`src/rtl/motor_frame_pkg.sv`:
```
`default_nettype none
// ============================================================================
//  Module   : motor_frame_pkg
//  Brief    : Shared constants, enums and CRC16 helper for the motor-bus
//             receive decoder (magic numbers, frame lengths, state encoding).
//  Revision : 1.0 - initial release
// ============================================================================
package motor_frame_pkg;

  localparam logic [31:0] MAGIC_STATUS_REQUEST = 32'h1CE1_CEBB;
  localparam logic [31:0] MAGIC_SETPOINT       = 32'hD0D0_D0D0;
  localparam logic [31:0] MAGIC_CONTROL_MODE   = 32'hBAAD_A555;

  localparam int MAGIC_NUMBER_LENGTH   = 4;
  localparam int STATUS_REQUEST_LENGTH = 7;
  localparam int SETPOINT_LENGTH       = 10;
  localparam int CONTROL_MODE_LENGTH   = 29;
  localparam int MAX_FRAME_LENGTH      = 29;

  typedef enum logic [1:0] {
    FRAME_NONE           = 2'd0,
    FRAME_STATUS_REQUEST = 2'd1,
    FRAME_SETPOINT       = 2'd2,
    FRAME_CONTROL_MODE   = 2'd3
  } frame_type_e;

  typedef enum logic [1:0] {
    DEC_HUNT    = 2'd0,
    DEC_COLLECT = 2'd1,
    DEC_CHECK   = 2'd2
  } dec_state_e;

  // CRC16, poly 0x8005 (x^16+x^15+x^2+1), MSB of the data byte enters first.
  function automatic logic [15:0] nextCRC16_D8(input logic [7:0] data,
                                               input logic [15:0] crc);
    logic [15:0] c;
    c = crc;
    for (int i = 7; i >= 0; i--) begin
      if (c[15] ^ data[i]) c = {c[14:0], 1'b0} ^ 16'h8005;
      else                 c = {c[14:0], 1'b0};
    end
    return c;
  endfunction

endpackage
`default_nettype wire

```
`src/rtl/crc16_accumulator.sv`:
```
`default_nettype none
// ============================================================================
//  Module   : crc16_accumulator
//  Brief    : Registered CRC16 accumulator. i_init loads 0xFFFF, i_en folds
//             one byte. i_init has priority over i_en.
//  Revision : 1.0 - initial release
// ============================================================================
module crc16_accumulator
  import motor_frame_pkg::*;
(
  input  logic        clk,
  input  logic        reset_n,
  input  logic        i_init,
  input  logic        i_en,
  input  logic [7:0]  i_byte,
  output logic [15:0] o_crc
);

  logic [15:0] r_crc;

  // CRC register: seed on frame start, fold each covered payload byte.
  always_ff @(posedge clk or negedge reset_n) begin
    if (!reset_n)    r_crc <= '0;
    else if (i_init) r_crc <= 16'hFFFF;
    else if (i_en)   r_crc <= nextCRC16_D8(i_byte, r_crc);
  end

  assign o_crc = r_crc;

endmodule
`default_nettype wire

```
`src/rtl/motor_frame_decoder.sv`:
```
`default_nettype none
// ============================================================================
//  Module   : motor_frame_decoder
//  Brief    : RS485 motor-bus receive decoder. Hunts for the three master
//             frame magics, collects the payload, checks CRC16, filters on
//             my_id and presents committed fields with one-cycle strobes.
//             Optional statistics counters: MOTOR_FRAME_DECODER_STATS_EN.
//  Revision : 1.0 - initial release
// ============================================================================
module motor_frame_decoder
  import motor_frame_pkg::*;
#(
  parameter int CLK_FREQ_HZ   = 50_000_000,
  parameter int BAUDRATE      = 2_000_000,
  parameter int TIMEOUT_BYTES = 20
) (
  input  logic               clk,
  input  logic               reset_n,
  input  logic               rx_valid,
  input  logic [7:0]         rx_data,
  input  logic [7:0]         my_id,
  output logic               status_request,
  output logic               setpoint_valid,
  output logic signed [23:0] setpoint,
  output logic               control_mode_valid,
  output logic [7:0]         control_mode,
  output logic signed [15:0] Kp,
  output logic signed [15:0] Ki,
  output logic signed [15:0] Kd,
  output logic signed [23:0] PWMLimit,
  output logic signed [23:0] IntegralLimit,
  output logic signed [23:0] deadband,
  output logic signed [23:0] gearboxRatio,
  output logic [15:0]        crc_error_count,
  output logic [15:0]        timeout_count
);

  localparam int TMO_CYCLES  = CLK_FREQ_HZ / BAUDRATE * 10 * TIMEOUT_BYTES;
  localparam int TMO_W       = $clog2(TMO_CYCLES + 1);
  localparam logic [TMO_W-1:0] TMO_LAST = TMO_W'(TMO_CYCLES - 1);
  localparam int PAYLOAD_MAX = MAX_FRAME_LENGTH - MAGIC_NUMBER_LENGTH;

  localparam logic [4:0] LEN_STATUS  = 5'(STATUS_REQUEST_LENGTH - MAGIC_NUMBER_LENGTH);
  localparam logic [4:0] LEN_SETPNT  = 5'(SETPOINT_LENGTH - MAGIC_NUMBER_LENGTH);
  localparam logic [4:0] LEN_CTRLMOD = 5'(CONTROL_MODE_LENGTH - MAGIC_NUMBER_LENGTH);

  dec_state_e       r_state;
  frame_type_e      r_type;
  logic [31:0]      r_magic;
  logic [4:0]       r_idx;
  logic [4:0]       r_len;
  logic [TMO_W-1:0] r_tmo;
  logic [7:0]       r_buf [PAYLOAD_MAX];

  logic [31:0]      w_magic_next;
  frame_type_e      w_hit_type;
  logic [4:0]       w_hit_len;
  logic             w_hit;
  logic             w_collect_byte;
  logic             w_last_byte;
  logic             w_crc_en;
  logic             w_tmo_expire;
  logic [15:0]      w_crc;
  logic [15:0]      w_rx_crc;
  logic             w_crc_ok;
  logic             w_commit;

  assign w_magic_next   = {r_magic[23:0], rx_data};
  assign w_collect_byte = rx_valid && (r_state == DEC_COLLECT);
  assign w_last_byte    = w_collect_byte && ((r_idx + 5'd1) == r_len);
  // The trailing two payload bytes are the transmitted CRC, not covered by it.
  assign w_crc_en       = w_collect_byte && (r_idx < (r_len - 5'd2));
  assign w_tmo_expire   = (r_state == DEC_COLLECT) && !rx_valid && (r_tmo == TMO_LAST);
  // Payload bytes never reach the magic matcher, so only HUNT/CHECK can hit.
  assign w_hit          = rx_valid && (r_state != DEC_COLLECT) && (w_hit_type != FRAME_NONE);
  assign w_crc_ok       = (w_crc == w_rx_crc);
  // my_id is sampled here, in CHECK, so a change mid-frame takes effect.
  assign w_commit       = (r_state == DEC_CHECK) && w_crc_ok && (r_buf[0] == my_id);

  // Classify the shift register contents including the incoming byte.
  always_comb begin
    w_hit_type = FRAME_NONE;
    w_hit_len  = '0;
    case (w_magic_next)
      MAGIC_STATUS_REQUEST: begin w_hit_type = FRAME_STATUS_REQUEST; w_hit_len = LEN_STATUS;  end
      MAGIC_SETPOINT:       begin w_hit_type = FRAME_SETPOINT;       w_hit_len = LEN_SETPNT;  end
      MAGIC_CONTROL_MODE:   begin w_hit_type = FRAME_CONTROL_MODE;   w_hit_len = LEN_CTRLMOD; end
      default:              begin w_hit_type = FRAME_NONE;           w_hit_len = '0;          end
    endcase
  end

  // Select the received CRC (last two payload bytes, high byte first).
  always_comb begin
    w_rx_crc = 16'h0000;
    case (r_type)
      FRAME_STATUS_REQUEST: w_rx_crc = {r_buf[1],  r_buf[2]};
      FRAME_SETPOINT:       w_rx_crc = {r_buf[4],  r_buf[5]};
      FRAME_CONTROL_MODE:   w_rx_crc = {r_buf[23], r_buf[24]};
      default:              w_rx_crc = 16'h0000;
    endcase
  end

  crc16_accumulator u_crc (
    .clk     (clk),
    .reset_n (reset_n),
    .i_init  (w_hit),
    .i_en    (w_crc_en),
    .i_byte  (rx_data),
    .o_crc   (w_crc)
  );

  // Decoder FSM: magic hunt, payload indexing, inter-byte timeout.
  always_ff @(posedge clk or negedge reset_n) begin
    if (!reset_n) begin
      r_state <= DEC_HUNT;
      r_type  <= FRAME_NONE;
      r_magic <= '0;
      r_idx   <= '0;
      r_len   <= '0;
      r_tmo   <= '0;
    end else begin
      if (rx_valid && (r_state != DEC_COLLECT))
        r_magic <= w_hit ? 32'h0 : w_magic_next;
      case (r_state)
        DEC_HUNT, DEC_CHECK: begin
          if (w_hit) begin
            r_type  <= w_hit_type;
            r_len   <= w_hit_len;
            r_idx   <= '0;
            r_tmo   <= '0;
            r_state <= DEC_COLLECT;
          end else begin
            r_state <= DEC_HUNT;
          end
        end
        DEC_COLLECT: begin
          if (rx_valid) begin
            r_idx <= r_idx + 5'd1;
            r_tmo <= '0;
            if (w_last_byte) r_state <= DEC_CHECK;
          end else if (w_tmo_expire) begin
            r_state <= DEC_HUNT;
          end else begin
            r_tmo <= r_tmo + TMO_W'(1);
          end
        end
        default: r_state <= DEC_HUNT;
      endcase
    end
  end

  // Payload byte store, indexed by arrival order after the magic.
  always_ff @(posedge clk or negedge reset_n) begin
    if (!reset_n) begin
      for (int i = 0; i < PAYLOAD_MAX; i++) r_buf[i] <= '0;
    end else if (w_collect_byte) begin
      r_buf[r_idx] <= rx_data;
    end
  end

  // Commit validated fields and pulse the matching strobe for one cycle.
  always_ff @(posedge clk or negedge reset_n) begin
    if (!reset_n) begin
      status_request     <= 1'b0;
      setpoint_valid     <= 1'b0;
      control_mode_valid <= 1'b0;
      setpoint           <= '0;
      control_mode       <= '0;
      Kp                 <= '0;
      Ki                 <= '0;
      Kd                 <= '0;
      PWMLimit           <= '0;
      IntegralLimit      <= '0;
      deadband           <= '0;
      gearboxRatio       <= '0;
    end else begin
      status_request     <= 1'b0;
      setpoint_valid     <= 1'b0;
      control_mode_valid <= 1'b0;
      if (w_commit) begin
        case (r_type)
          FRAME_STATUS_REQUEST: status_request <= 1'b1;
          FRAME_SETPOINT: begin
            setpoint       <= $signed({r_buf[1], r_buf[2], r_buf[3]});
            setpoint_valid <= 1'b1;
          end
          FRAME_CONTROL_MODE: begin
            control_mode       <= r_buf[1];
            Kp                 <= $signed({r_buf[2],  r_buf[3]});
            Ki                 <= $signed({r_buf[4],  r_buf[5]});
            Kd                 <= $signed({r_buf[6],  r_buf[7]});
            PWMLimit           <= $signed({r_buf[8],  r_buf[9],  r_buf[10]});
            IntegralLimit      <= $signed({r_buf[11], r_buf[12], r_buf[13]});
            deadband           <= $signed({r_buf[14], r_buf[15], r_buf[16]});
            setpoint           <= $signed({r_buf[17], r_buf[18], r_buf[19]});
            gearboxRatio       <= $signed({r_buf[20], r_buf[21], r_buf[22]});
            control_mode_valid <= 1'b1;
            setpoint_valid     <= 1'b1;
          end
          default: ;
        endcase
      end
    end
  end

`ifdef MOTOR_FRAME_DECODER_STATS_EN
  logic [15:0] r_crc_err_cnt;
  logic [15:0] r_tmo_cnt;

  // Saturating error statistics.
  always_ff @(posedge clk or negedge reset_n) begin
    if (!reset_n) begin
      r_crc_err_cnt <= '0;
      r_tmo_cnt     <= '0;
    end else begin
      if ((r_state == DEC_CHECK) && !w_crc_ok && (r_crc_err_cnt != 16'hFFFF))
        r_crc_err_cnt <= r_crc_err_cnt + 16'd1;
      if (w_tmo_expire && (r_tmo_cnt != 16'hFFFF))
        r_tmo_cnt <= r_tmo_cnt + 16'd1;
    end
  end

  assign crc_error_count = r_crc_err_cnt;
  assign timeout_count   = r_tmo_cnt;
`else
  assign crc_error_count = 16'h0000;
  assign timeout_count   = 16'h0000;
`endif

endmodule
`default_nettype wire

```
`config.mk`:
```
export PLATFORM = sky130hd
export DESIGN_NAME = motor_frame_decoder
export DESIGN_NICKNAME = d
export VERILOG_FILES = /design/src/rtl/motor_frame_pkg.sv /design/src/rtl/crc16_accumulator.sv /design/src/rtl/motor_frame_decoder.sv
export SDC_FILE = /design/constraint.sdc
export NUM_CORES = 1
export LEC_CHECK = 0
export CORE_ASPECT_RATIO = 1.5
export CORE_MARGIN = 3
export CORE_UTILIZATION = 50
export DETAILED_ROUTE_END_ITERATION = 10
export GPL_TIMING_DRIVEN = 0
export HOLD_SLACK_MARGIN = 0.05
export PLACE_DENSITY = 0.8
export SETUP_SLACK_MARGIN = 0.4
export SYNTH_ARGS = -nofsm -noshare
export SYNTH_HDL_FRONTEND = slang
export SYNTH_HIERARCHICAL = 1
export SYNTH_SLANG_ARGS = --single-unit
```
`constraint.sdc`:
```
create_clock -name clk -period 4.25 [get_ports clk]
set_input_delay 0.85 -clock clk [delete_from_list [all_inputs] [get_ports clk]]
set_output_delay 0.85 -clock clk [all_outputs]
set_load 0.02 [all_outputs]
```
==> results.toml, run 1 <==
[pwr]
p_leak_nw = 11.58
irDropWorstVdd_v = 0.0004158
switchingPower_mw = 3.450
p_clk_share_pct = 32.4
p_per_area_nw_per_um2 = 502.6
p_comb_share_pct = 19.1
sw_frac_of_total_pct = 29.17
seqPwrFrac_pct = 48.4
p_int_mw = 8.380
p_total_mw = 11.83

[min_path]
hold_path.class = "in -> async"

[logic_synthesis]
ys_types = 68
synth_seq_cells = 444
ys_async_sr_fraction_pct = 100.0
synth_cells = 1357
yosysWarningCount = 6
synth-main-ff-cell = "dfrtp_1"
synth_edf_count = 0
synth-seq-area-share_pct = 57.51
synth_area_um2 = 19320
synth.avg_cell_area_um2 = 14.24

[final_layout]
fillers = 2859
n_antenna_cell = 0
final_common_cell = "dfrtp_1"
design_area_um2 = 23540
fin_nets = 1663
drive_gt1_share_pct = 32.21
layout.cells.non_filler = 2156
area_growth_pct = 21.84
final_cell_mix = "dfrtp_1 (444), mux2_2 (328), clkdlybuf4s50_1 (196), mux2_4 (72), clkbuf_1 (57)"

[clock_network]
tritoncts = "built"
cts_inserted_buffers = 43
clock_path_buffers = 3
cts.sink_count = 444
cts_root_buffer = "clkbuf_16"
postCtsHoldBufs = 0
post-cts-setup-buffer-count = 0
clk_pin_slew_worst_paths_ns = 0.06
clk_latency_ns = 0.55
ctsHtreeMaxLevel = 2

[die]
die_area_um2 = 41090
initial_utilization_pct = 51.00
dieWidth_um = 166.5
coreArea_um2 = 37880
die_height_um = 246.8
ios = 230
rows = 87

[global_routing]
grt_pass1_vias = 12792
antenna_found_initial = 0
grt-ovfl-total = 0
grt.total_usage_pct = 23.94
grt_pass1_wl_um = 76670
grt_max_degree = 126

[drt]
wirelength_um = 50010
routedWlPerCell_um = 23.19
dr_total_vias = 12203
drtIter0Drc = 687
route.detailed.drc = 0
avgViaCountPerCell = 5.660
dr.pass1.iters = 5
detail-route-antenna-nets = 0

[setup_path]
crit_chain = "clkdlybuf4s50_1 -> clkbuf_1 -> nand4b_1 -> or4b_2 -> o22a_1 -> o21ai_1 -> nor2b_4 -> and2b_2 -> and3_1 -> nor3_1"
required_ns = 4.71
crit_type = "in -> reg"
cpPeakStageDelay_ns = 0.68
critPathSlowestCell = "or4b_2"
start_kind = "input pin"
path_buf_inv = 2
endpoint_kind = "register"
crit_fanout = 10
critical-path-top-delay-family = "simple AND/OR/NAND/NOR gates"
cp.arrival_ns = 4.23

[placed_design]
io_buffers = 197
place_ws_ns = -0.5799
dp_hpwl_um = 35240
routabilityCongestion = 0.9096
dp.cells = 2077
place_area_um2 = 22110

[timing]
hold-worst-slack_ns = 0.3281
worst_pin_slew_ns = 1.002
fin_crit_ns = 3.768
rsz0062_at_grt = "no"
maxSlewViolCount = 0
finClkSkew_ns = 0.01469
hold_violations = 0
setup_viol_count_final = 0
fmax_mhz = 265.4
post-route-period-util_pct = 88.66
timing.final.ws_setup_ns = 0.4819
max_slew_margin_pct = 33.17

[run]
drv_cap = 0

[outcome]
outcome = "completed"
[synthesized netlist by cell type (3+ instances only)]
cell	number	area, um^2
nand2_1	38	142.6
a22o_1	26	227.7
mux2_2	328	3694
nor2b_1	10	62.56
o22ai_1	5	31.28
mux2_1	10	112.6
xor2_1	26	227.7
dfrtp_1	444	11110
o21a_1	3	22.52
inv_1	11	41.29
nor4b_1	3	26.28
buf_2	5	25.02
ha_1	11	137.6
nand2b_1	3	18.77
buf_4	36	270.3
or2_1	7	43.79
a2111oi_0	4	35.03
o211ai_1	3	22.52
and3_1	7	43.79
mux2_4	72	1081
buf_1	8	30.03
buf_6	10	112.6
a211o_1	8	70.07
a21oi_1	17	85.08
nand4b_1	6	52.55
nor3_1	22	110.1
nor2_1	46	172.7
xnor2_1	27	236.5
o31ai_1	3	22.52
and2_1	4	25.02
and4b_1	4	40.04
mux2i_1	15	150.1
nand3_1	11	55.05
nor3b_1	7	52.55
nor4_1	6	37.54
a22oi_1	5	37.54
clkbuf_1	48	180.2
o21ai_0	9	45.04
nand4_1	12	75.07
nand3b_1	3	22.52
[area by class of cell]
| type | instances | area, um^2 | area share (%) |
|---|---|---|---|
| Inverter | 11 | 41.29 | 0.1754 |
| Tap cell | 489 | 611.8 | 2.599 |
| Clock buffer | 66 | 1274 | 5.411 |
| Timing Repair Buffer | 200 | 2059 | 8.749 |
| Clock inverter | 13 | 143.9 | 0.6112 |
| Buffer | 107 | 624.3 | 2.652 |
| Multi-Input combinational cell | 826 | 7675 | 32.60 |
| Sequential cell | 444 | 11110 | 47.20 |
[path summary, 6_finish.rpt]
path,startpoint,end,slack [ns],cells past startpoint
max,rx_data[6],u_crc/o_crc[0],0.48,10
max reg2reg,r_type[0],Kp[15],0.80,7
min reg2reg,r_buf[137],Kd[1],0.48,1
min in group clk,r_buf[137],Kd[1],0.48,1
max in group asynchronous,reset_n,Kd[3],2.83,2
min,reset_n,gearboxRatio[13],0.33,1
[per-layer routing]
metal,part of all wire (%),routed length (um),global-route usage [%],vias up
met5,0,0,0,-
met4,3.2,1618,8.012,0
met3,6.3,3149,5.245,104
met2,52,26130,42.86,425
met1,38,19110,28.77,6339
li1,-,-,-,5335
[sequential cells by signal (all words and copies together) (netlist names), 3 cells and up]
register	flops
IntegralLimit	24
Kd	16
Ki	16
Kp	16
PWMLimit	24
control_mode	8
deadband	24
gearboxRatio	24
r_buf	200
r_idx	5
r_len	3
r_magic	24
r_tmo	13
setpoint	24
u_crc/o_crc	16
[worst reg2reg max path: stages, from the launching register on]
cell and delay, ns:
dfrtp_1 0.54, clkbuf_1 0.55, a22oi_1 0.22, xnor2_1 0.20, nor4_2 0.43, nand4_2 0.42, buf_1 0.54, mux2_2 0.43
[through the flow]
stage / util, % / TNS [ns]
2_1_floorplan: - / 0
3_3_place_gp: 58.13 / -7249.73
3_5_place_dp: 58.36 / -7.865
4_1_cts: 62.14 / 0
5_1_grt: 62.14 / 0
6_report: 62.14 / 0
[power by group through the flow]
| stage | logic [mW] | registers (mW) | clock network, mW |
|---|---|---|---|
| 6_report | 2.26 | 5.73 | 3.84 |
| 5_1_grt | 2.48 | 5.81 | 4.07 |
| 4_1_cts | 2.26 | 5.71 | 3.90 |
| 3_5_place_dp | 2.24 | 5.78 | 0 |
| 3_3_place_gp | 2.14 | 5.74 | 0 |
| 2_1_floorplan | 1.77 | 5.47 | 0 |
[cell families (layout without fill, tap and decap cells)]
group / after synthesis / after routing / synth area share [%]
buffers and inverters: 118 / 397 / 3.413
adders and majority gates: 11 / 11 / 0.7123
xor gates and xnor gates: 56 / 56 / 2.694
and+or+nand+nor: 199 / 199 / 5.556
other: 1 / 32 / 0.01941
muxes: 425 / 425 / 26.07
AOI/OAI and AO/OA: 103 / 103 / 4.028
DFF: 444 / 444 / 57.51
[timing repair]
| item | CTS | global route |
|---|---|---|
| pin swaps | 0 | 0 |
| endpoints found under the hold margin | 0 | 0 |
| setup endpoints to repair | 12 | 12 |
| gates resized for setup | 7 | 3 |
Power figures use the tool's default switching activity.
==> run 2, diff against run 1 <==
--- a/config.mk
+++ b/config.mk
@@ -7,11 +7,11 @@
 export LEC_CHECK = 0
 export CORE_ASPECT_RATIO = 1.5
 export CORE_MARGIN = 3
-export CORE_UTILIZATION = 50
+export CORE_UTILIZATION = 60
 export DETAILED_ROUTE_END_ITERATION = 10
 export GPL_TIMING_DRIVEN = 0
 export HOLD_SLACK_MARGIN = 0.05
-export PLACE_DENSITY = 0.8
+export PLACE_DENSITY = 0.92
 export SETUP_SLACK_MARGIN = 0.4
 export SYNTH_ARGS = -nofsm -noshare
 export SYNTH_HDL_FRONTEND = slang
==> results.toml, run 2 (synthesized netlist as in run 1, its figures left out) <==
[outcome]
outcome = "completed"

[pwr]
p_clk_share_pct = 31.9
irDropWorstVdd_v = 0.0004870
p_per_area_nw_per_um2 = 511.9
seqPwrFrac_pct = 48.6
p_int_mw = 8.331
p_leak_nw = 11.55
sw_frac_of_total_pct = 30.36
p_comb_share_pct = 19.6
switchingPower_mw = 3.632

[die]
ios = 230
initial_utilization_pct = 61.47
rows = 79
die_area_um2 = 34440
dieWidth_um = 152.5
die_height_um = 225.8
coreArea_um2 = 31430

[clock_network]
cts_inserted_buffers = 40
post_cts_resized = 7
cts.sink_count = 444
tritoncts = "built"
clock_path_buffers = 3
clk_latency_ns = 0.56
post-cts-setup-buffer-count = 0
ctsHtreeMaxLevel = 2
postCtsHoldBufs = 0
cts_root_buffer = "clkbuf_16"
clk_pin_slew_worst_paths_ns = 0.07

[timing]
hold_violations = 0
setup_viol_count_final = 0
finClkSkew_ns = 0.02250
worst_pin_slew_ns = 1.075
post-route-period-util_pct = 87.31
fin_crit_ns = 3.711
maxSlewViolCount = 0
max_slew_margin_pct = 28.31
fmax_mhz = 269.5
hold-worst-slack_ns = 0.3393
rsz0062_at_grt = "no"

[drt]
dr_total_vias = 12685
routedWlPerCell_um = 26.92
detail-route-antenna-nets = 0
avgViaCountPerCell = 6.143
drtIter0Drc = 1014
route.detailed.drc = 0
dr.pass1.iters = 5
wirelength_um = 55590

[placed_design]
io_buffers = 197
dp_hpwl_um = 36630
dp.cells = 1993
routabilityCongestion = 0.9513
place_area_um2 = 22000

[setup_path]
crit_chain = "clkdlybuf4s50_1 -> clkbuf_1 -> nand4b_1 -> or4b_2 -> o22a_1 -> o21ai_1 -> nor2b_4 -> and2b_2 -> and3_1 -> nor3_1"
start_kind = "input pin"
endpoint_kind = "register"
required_ns = 4.72
crit_type = "in -> reg"
cpPeakStageDelay_ns = 0.67
path_buf_inv = 2
critical-path-top-delay-family = "simple AND/OR/NAND/NOR gates"
crit_fanout = 10
critPathSlowestCell = "or4b_2"
cp.arrival_ns = 4.18

[global_routing]
grt_pass1_wl_um = 84440
grt.total_usage_pct = 32.02
grt_pass1_vias = 13825
antenna_found_initial = 0
grt-ovfl-total = 0
grt_max_degree = 128

[final_layout]
drive_gt1_share_pct = 32.23
design_area_um2 = 23370
final_common_cell = "dfrtp_1"
area_growth_pct = 20.96
top_register = "r_buf"
n_antenna_cell = 0
fin_nets = 1660
final_cell_mix = "dfrtp_1 (444), mux2_2 (328), clkdlybuf4s50_1 (196), mux2_4 (72), clkbuf_1 (52)"
layout.cells.non_filler = 2065
largest_reg_flops = 200
fillers = 1819

[min_path]
hold_path.class = "in -> async"

[run]
drv_cap = 0
[run 2: cell count changes in the layout (fill, tap and decap cells not counted), sizes merged]
cell	previous run	this run
inv	14	11
clkinv	7	9
clkinvlp	1	3
clkbuf	114	104
bufinv	2	4
[run 2: final timing paths]
| path | cells past startpoint | slack [ns] | end | startpoint |
|---|---|---|---|---|
| min in group clk | 1 | 0.49 | PWMLimit[4] | r_buf[116] |
| max in group asynchronous | 4 | 1.81 | gearboxRatio[7] | reset_n |
| worst min register to register | 1 | 0.49 | PWMLimit[4] | r_buf[116] |
| worst max-delay path | 10 | 0.54 | u_crc/o_crc[0] | rx_data[6] |
| worst min-delay path | 1 | 0.34 | Kd[11] | reset_n |
| worst max register to register | 9 | 0.77 | PWMLimit[23] | r_type[1] |
[run 2: cell type report]
class                   instances  area (um^2)  area share (%)
inverters                      11        41.29          0.1767
clock buffers                  56         1154           4.936
multi-input cells             826         7675           32.84
repair buffers                200         2059           8.812
clock inverters                16        198.9          0.8512
well taps                     405        506.7           2.168
flip-flops and latches        444        11110           47.54
plain buffers                 107        625.6           2.677
[run 2: worst register-to-register path, stage by stage, from the launching register on]
cell       delay, ns
dfrtp_1         0.34
buf_4           0.17
buf_2           0.29
nand2_1         0.14
a2111oi_0       0.47
nand4_1         0.20
nor4_2          0.31
nand4_2         0.41
buf_1           0.58
mux2_2          0.46
[run 2: power by group through the flow]
stage	Combinational, mW	Clock, mW	Sequential, mW
3_5_place_dp	2.25	0	5.80
2_1_floorplan	1.77	0	5.47
6_report	2.34	3.81	5.81
4_1_cts	2.32	3.83	5.76
3_3_place_gp	2.13	0	5.74
5_1_grt	2.52	3.99	5.85
[run 2: routing by layer]
layer	track usage [%]	vias up	wire length, um
met2	55.99	603	28570
met1	36.17	6538	19580
li1	-	5327	-
met5	0	-	0
met3	7.899	217	4065
met4	17.72	0	3371
[run 2: metrics by stage]
| stage | total power, mW | worst slack (ns) | setup TNS (ns) | utilization, % |
|---|---|---|---|---|
| 2_1_floorplan | 7.242 | 1.071 | 0 | - |
| 3_3_place_gp | 7.865 | -16.14 | -7142.69 | 69.72 |
| 3_5_place_dp | 8.053 | -0.5368 | -7.576 | 70.00 |
| 4_1_cts | 11.91 | 0.5073 | 0 | 74.34 |
| 5_1_grt | 12.36 | 0.3987 | 0 | 74.35 |
| 6_report | 11.96 | 0.5393 | 0 | 74.35 |
